===== config.mk =====
export PLATFORM = sky130hd
export DESIGN_NAME = hist_run_controller
export DESIGN_NICKNAME = d
export VERILOG_FILES = /design/src/rtl/hist_pkg.sv /design/src/rtl/hist_readout_skid.sv /design/src/rtl/hist_run_controller.sv
export SDC_FILE = /design/constraint.sdc
export NUM_CORES = 1
export LEC_CHECK = 0
export CELL_PAD_IN_SITES_DETAIL_PLACEMENT = 0
export CELL_PAD_IN_SITES_GLOBAL_PLACEMENT = 2
export CORE_MARGIN = 4
export CORE_UTILIZATION = 33
export CTS_BUF_LIST = sky130_fd_sc_hd__clkbuf_4
export DETAILED_ROUTE_END_ITERATION = 8
export PLACE_DENSITY = 0.81
export SLEW_MARGIN = 20
export SYNTH_ARGS = -nofsm -noshare
export SYNTH_HDL_FRONTEND = slang
export SYNTH_SLANG_ARGS = --single-unit

===== constraint.sdc =====
create_clock -name clk -period 3.1 [get_ports clk]
set_input_delay 0.62 -clock clk [delete_from_list [all_inputs] [get_ports clk]]
set_output_delay 0.62 -clock clk [all_outputs]
set_load 0.005 [all_outputs]

===== src/rtl/hist_pkg.sv =====
// Shared types and constants for the histogram run controller.
package hist_pkg;

  typedef enum logic [2:0] {
    IDLE    = 3'd0,
    CLEAR   = 3'd1,
    RUN     = 3'd2,
    DRAIN   = 3'd3,
    READOUT = 3'd4,
    DONE    = 3'd5
  } hist_state_e;

  localparam int NBINS   = 256;
  localparam int MIN_DIV = 2;

endpackage


===== src/rtl/hist_readout_skid.sv =====
// One-entry output register for the readout stream: holds a beat until accepted.
module hist_readout_skid #(
  parameter int NUM_OUT = 8,
  parameter int HIST_W  = 32
) (
  input  logic               clk,
  input  logic               reset_n,
  input  logic               load_i,
  input  logic               flush_i,
  input  logic [NUM_OUT-1:0] bin_i,
  input  logic [HIST_W-1:0]  count_i,
  input  logic               ready_i,
  output logic               valid_o,
  output logic [NUM_OUT-1:0] bin_o,
  output logic [HIST_W-1:0]  count_o,
  output logic               last_o
);

  // Handshake: a beat transfers on a rising edge where valid_o && ready_i;
  // while valid_o && !ready_i every output is held unchanged.
  always_ff @(posedge clk or negedge reset_n) begin
    if (!reset_n) begin
      valid_o <= 1'b0;
      bin_o   <= '0;
      count_o <= '0;
      last_o  <= 1'b0;
    end else if (flush_i) begin
      valid_o <= 1'b0;
      last_o  <= 1'b0;
    end else if (load_i) begin
      valid_o <= 1'b1;
      bin_o   <= bin_i;
      count_o <= count_i;
      last_o  <= &bin_i;
    end else if (valid_o && ready_i) begin
      valid_o <= 1'b0;
      last_o  <= 1'b0;
    end
  end

endmodule


===== src/rtl/hist_run_controller.sv =====
// Histogram run sequencer: clear RAM, accumulate samples by read-modify-write, stream bins out.
module hist_run_controller
  import hist_pkg::*;
#(
  parameter int NUM_OUT = 8,
  parameter int HIST_W  = 32,
  parameter int CNT_W   = 32
) (
  input  logic               clk,
  input  logic               reset_n,
  input  logic               start,
  input  logic               abort,
  input  logic [CNT_W-1:0]   run_len,
  input  logic [7:0]         sample_div,
  input  logic [NUM_OUT-1:0] p_bits,
  output logic [NUM_OUT-1:0] mem_addr,
  output logic               mem_we,
  output logic [HIST_W-1:0]  mem_wdata,
  input  logic [HIST_W-1:0]  mem_rdata,
  output logic               out_valid,
  input  logic               out_ready,
  output logic [NUM_OUT-1:0] out_bin,
  output logic [HIST_W-1:0]  out_count,
  output logic               out_last,
  output logic               busy,
  output logic               done,
  output logic [2:0]         dbg_state
);

  hist_state_e        state_q, state_d;
  logic [NUM_OUT-1:0] addr_q, addr_d;
  logic [NUM_OUT-1:0] rmw_addr_q, rmw_addr_d;
  logic               rmw_pend_q, rmw_pend_d;
  logic               rd_vld_q, rd_vld_d;
  logic [CNT_W-1:0]   run_len_q, run_len_d;
  logic [CNT_W-1:0]   smp_cnt_q, smp_cnt_d;
  logic [7:0]         div_q, div_d;
  logic [7:0]         div_cnt_q, div_cnt_d;
  logic               skid_load, skid_flush;
  logic [HIST_W-1:0]  inc_data;

  assign inc_data  = (&mem_rdata) ? mem_rdata : mem_rdata + HIST_W'(1);
  assign busy      = (state_q == CLEAR) || (state_q == RUN) ||
                     (state_q == DRAIN) || (state_q == READOUT);
  assign done      = (state_q == DONE);
  assign dbg_state = state_q;

  always_ff @(posedge clk or negedge reset_n) begin
    if (!reset_n) begin
      state_q    <= IDLE;
      addr_q     <= '0;
      rmw_addr_q <= '0;
      rmw_pend_q <= 1'b0;
      rd_vld_q   <= 1'b0;
      run_len_q  <= '0;
      smp_cnt_q  <= '0;
      div_q      <= '0;
      div_cnt_q  <= '0;
    end else begin
      state_q    <= state_d;
      addr_q     <= addr_d;
      rmw_addr_q <= rmw_addr_d;
      rmw_pend_q <= rmw_pend_d;
      rd_vld_q   <= rd_vld_d;
      run_len_q  <= run_len_d;
      smp_cnt_q  <= smp_cnt_d;
      div_q      <= div_d;
      div_cnt_q  <= div_cnt_d;
    end
  end

  always_comb begin
    state_d    = state_q;
    addr_d     = addr_q;
    rmw_addr_d = rmw_addr_q;
    rmw_pend_d = 1'b0;
    rd_vld_d   = 1'b0;
    run_len_d  = run_len_q;
    smp_cnt_d  = smp_cnt_q;
    div_d      = div_q;
    div_cnt_d  = div_cnt_q;
    mem_addr   = '0;
    mem_we     = 1'b0;
    mem_wdata  = '0;
    skid_load  = 1'b0;
    skid_flush = 1'b0;

    case (state_q)
      IDLE, DONE: begin
        if (start) begin
          state_d   = CLEAR;
          addr_d    = '0;
          run_len_d = run_len;
          div_d     = (sample_div < 8'(MIN_DIV)) ? 8'(MIN_DIV) : sample_div;
          smp_cnt_d = '0;
          div_cnt_d = '0;
        end
      end
      CLEAR: begin
        mem_we   = 1'b1;
        mem_addr = addr_q;
        addr_d   = addr_q + NUM_OUT'(1);
        if (&addr_q) state_d = (run_len_q != '0) ? RUN : READOUT;
      end
      RUN: begin
        if (rmw_pend_q) begin
          mem_we    = 1'b1;
          mem_addr  = rmw_addr_q;
          mem_wdata = inc_data;
        end
        // The divider guarantees a strobe never lands on the write cycle.
        if (div_cnt_q == 8'd0) begin
          mem_addr   = p_bits;
          rmw_addr_d = p_bits;
          rmw_pend_d = 1'b1;
          smp_cnt_d  = smp_cnt_q + CNT_W'(1);
          div_cnt_d  = div_q - 8'd1;
          if (smp_cnt_q + CNT_W'(1) == run_len_q) state_d = DRAIN;
        end else begin
          div_cnt_d = div_cnt_q - 8'd1;
        end
      end
      DRAIN: begin
        mem_we    = rmw_pend_q;
        mem_addr  = rmw_addr_q;
        mem_wdata = inc_data;
        addr_d    = '0;
        state_d   = READOUT;
      end
      READOUT: begin
        mem_addr = addr_q;
        if (rd_vld_q) begin
          skid_load = 1'b1;
        end else if (out_valid && out_ready) begin
          if (out_last) begin
            state_d = DONE;
          end else begin
            addr_d   = addr_q + NUM_OUT'(1);
            mem_addr = addr_q + NUM_OUT'(1);
            rd_vld_d = 1'b1;
          end
        end else if (!out_valid) begin
          rd_vld_d = 1'b1;
        end
      end
      default: state_d = IDLE;
    endcase

    if (abort) begin
      state_d    = IDLE;
      rmw_pend_d = 1'b0;
      rd_vld_d   = 1'b0;
      mem_we     = 1'b0;
      skid_load  = 1'b0;
      skid_flush = 1'b1;
    end
  end

  hist_readout_skid #(
    .NUM_OUT(NUM_OUT),
    .HIST_W (HIST_W)
  ) u_skid (
    .clk     (clk),
    .reset_n (reset_n),
    .load_i  (skid_load),
    .flush_i (skid_flush),
    .bin_i   (addr_q),
    .count_i (mem_rdata),
    .ready_i (out_ready),
    .valid_o (out_valid),
    .bin_o   (out_bin),
    .count_o (out_count),
    .last_o  (out_last)
  );

endmodule


==> results.toml <==
[run_status]
status = "complete, but fails checks"
violations = "negative setup slack"

[clock_tree]
cts.sinks = 143
cts_max_path_buffers = 2
numCtsBuffers = 17
cts_tree = "done"
worstSkewPairLatency_ps = 550
h-tree-depth = 4
root_buffer = "clkbuf_4"
clk_pin_slew_worst_paths_ps = 130

[sta]
hold_viol = 0
maxSlewViolCount = 0
fin_ws_ps = -142
rsz0062_at_grt = "yes"
finalCriticalPeriod_ps = 3240
setup_viol_count_final = 6
final.setup.tns_ps = -384
fmax_mhz = 308
tightest_slew_ps = 643
finalCritPeriodShare = 1.05
fin_skew_ps = 21.6
slew_headroom = 0.568

[logic_synthesis]
synth_top_family_by_area = "simple AND/OR/NAND/NOR gates"
synthCells = 890
synth_compound_area_frac = 0.120
yosys.area_share.simple = 0.222
ys_seq_elements = 143
async_reset_ff_frac = 1.00
synth_xor_area_frac = 0.0840
syn_area_per_cell_sq_um = 9.37
syn_area_sq_mm = 0.00834
synthMuxAreaShare = 0.111
ys.flop_type = "dfrtp_1"
synth-edff-count = 0
yosys_warnings = 0
syn-num-nets = 979
synthAdderAreaFrac = 0.00600
synth_cell_types = 64
synth_seq_area_share = 0.429

[drt]
drt_iter0_drc = 571
drc = 0
wl_per_cell_microns = 17.5
num_vias = 7645
vias_per_cell = 5.12
finalWirelength_mm = 26.1
drtAntennaViolNets = 0
first_pass_iters = 5

[floorplanning]
dieArea_sq_mm = 0.0279
coreArea_sq_mm = 0.0246
io_pins = 173
die_x_microns = 167
start_util = 0.339
core.rowCount = 57
die_h_microns = 167

[cells_and_area]
nets = 1244
area_growth_pct = 38.8
final_common_cell = "dfrtp_1"
final_cell_count_no_fill = 1493
layout_common_cells = "dfrtp_1, buf_4, clkdlybuf4s50_1, nand2_1, nor2_1"
drive_above_1_share = 0.274

[power_and_ir_drop]
peakVddDrop_v = 0.000219
total_power_w = 0.00394
power_density_mw_per_mm2 = 340
p_leak_nw = 5.13

[worst_setup_path]
r2r_end = "dbg_state[0]$_DFFE_PN0P_"
rr_startpoint = "smp_cnt_q[0]$_DFFE_PN0P_"
path_buf_inv = 1
crit_start = "div_cnt_q[6]$_DFFE_PN0P_"
crit_path_max_fanout = 2
cp-start-kind = "flop"
cp_slowest_stage_delay_ps = 420
worstSetupEndpoint = "mem_addr[7]"
crit_type = "reg2out"
crit_chain = "or2_1 -> or4_4 -> nand2b_4 -> a21oi_2 -> nor2_2 -> a222oi_1 -> o21ai_1 -> buf_2"
critPathCaptureType = "output port"
rrSetupSlack_ps = 240
crit_cells = 8
crit_family = "simple AND/OR/NAND/NOR gates"
critical_path_arrival_ps = 2620
crit_required_ps = 2480
cp_slowest_cell = "or4_4"
rr_worst_depth = 9

[global_route]
track_usage = 0.186
grt-ovfl-total = 0
grt_pass1_wl_mm = 42.3
first_global_vias = 7416
grt_antenna_before_repair = 1
grt_start_max_net_pins = 61

[place]
dpl.hpwl_mm = 19.6
dp.cells = 1442
gp_congestion = 0.864
io_buffer_count = 172

[min_path]
hold_path.class = "in2reg"

[flow_run]
cap_viol_max_count = 0
layer usage:
| layer | vias up | share of wire | global-route usage |
|---|---|---|---|
| li1 | 3738 | - | - |
| met1 | 3653 | 0.49 | 0.272 |
| met2 | 233 | 0.45 | 0.289 |
| met3 | 21 | 0.052 | 0.0315 |
| met4 | 0 | 0.013 | 0.0448 |
| met5 | - | 0 | 0 |
state kept, by name (all words and copies together) (netlist names):
register,flops
div_cnt_q,8
u_skid.count_o,32
div_q,8
rd_vld_q,1
u_skid.bin_o,8
dbg_state,3
addr_q,8
rmw_pend_q,1
rmw_addr_q,8
u_skid.valid_o,1
smp_cnt_q,32
u_skid.last_o,1
run_len_q,32
kinds of logic after synthesis:
family / count (synthesis)
and+or+nand+nor: 353
muxes: 83
AOI/OAI and AO/OA: 172
xor gates and xnor gates: 80
adders and majority gates: 4
buffers and inverters: 55
DFF: 143
cell type report:
class	count	area (sq um)
flip-flops and latches	143	3580
diodes	1	2.50
clock inverters	12	138
well taps	324	405
fillers	2396	13000
clock buffers	20	150
inverters	10	37.5
multi-input cells	692	4760
repair buffers	291	2510
synthesized netlist by cell type (14+ instances only):
cell | number | share of area
dfrtp_1 | 143 | 0.43
nand2_1 | 90 | 0.040
nor2_1 | 86 | 0.039
mux2_2 | 78 | 0.11
o21ai_0 | 70 | 0.042
xnor2_1 | 45 | 0.047
a21oi_1 | 44 | 0.026
xor2_1 | 35 | 0.037
clkbuf_1 | 32 | 0.014
nand3_1 | 29 | 0.017
and3_1 | 26 | 0.019
nand4_1 | 21 | 0.016
nor4_1 | 19 | 0.014
o31ai_1 | 19 | 0.017
and2_1 | 14 | 0.010
through the flow:
stage	util	hold WS, ps	setup WS (ps)	area, sq um
finish	0.471	414	-142	11600
global route	0.471	380	-304	11600
CTS	0.469	368	-208	11500
detailed placement	0.451	462	-663	11100
global placement	0.451	458	-668	11100
floorplan	-	324	251	8340
worst min-delay path: cells and delay by family:
kind     cells  cell delay [ps]
buf+inv      2              180
mux          1              130
how the worst min path moves through the flow:
stage                                          from                        endpoint  slack (ps)  cells past startpoint
after floorplan                             reset_n           addr_q[0]$_DFFE_PN0P_         320                      0
after global placement    rmw_addr_q[5]$_DFFE_PN0P_       rmw_addr_q[5]$_DFFE_PN0P_         460                      2
after detailed placement  rmw_addr_q[2]$_DFFE_PN0P_       rmw_addr_q[2]$_DFFE_PN0P_         460                      2
after CTS                             mem_rdata[16]  u_skid.count_o[16]$_DFFE_PN0P_         370                      3
after global routing                  mem_rdata[15]  u_skid.count_o[15]$_DFFE_PN0P_         380                      3
final                                 mem_rdata[15]  u_skid.count_o[15]$_DFFE_PN0P_         410                      3
power by group:
group | total (W) | switching (W) | internal (W)
logic | 0.000630 | 0.000284 | 0.000345
registers | 0.00207 | 0.000111 | 0.00195
clock network | 0.00124 | 0.000728 | 0.000512
total | 0.00394 | 0.00112 | 0.00281
timing repair:
item                       in CTS  in global routing
hold buffers                    1                  0
pin swaps                      33                 23
hold endpoints to repair        1                  0
gates resized for setup       185                 47
setup buffers                  13                  5
gates cloned                    1                  0
setup endpoints to repair      40                 40
No activity file was read; power rests on OpenSTA's default activity.
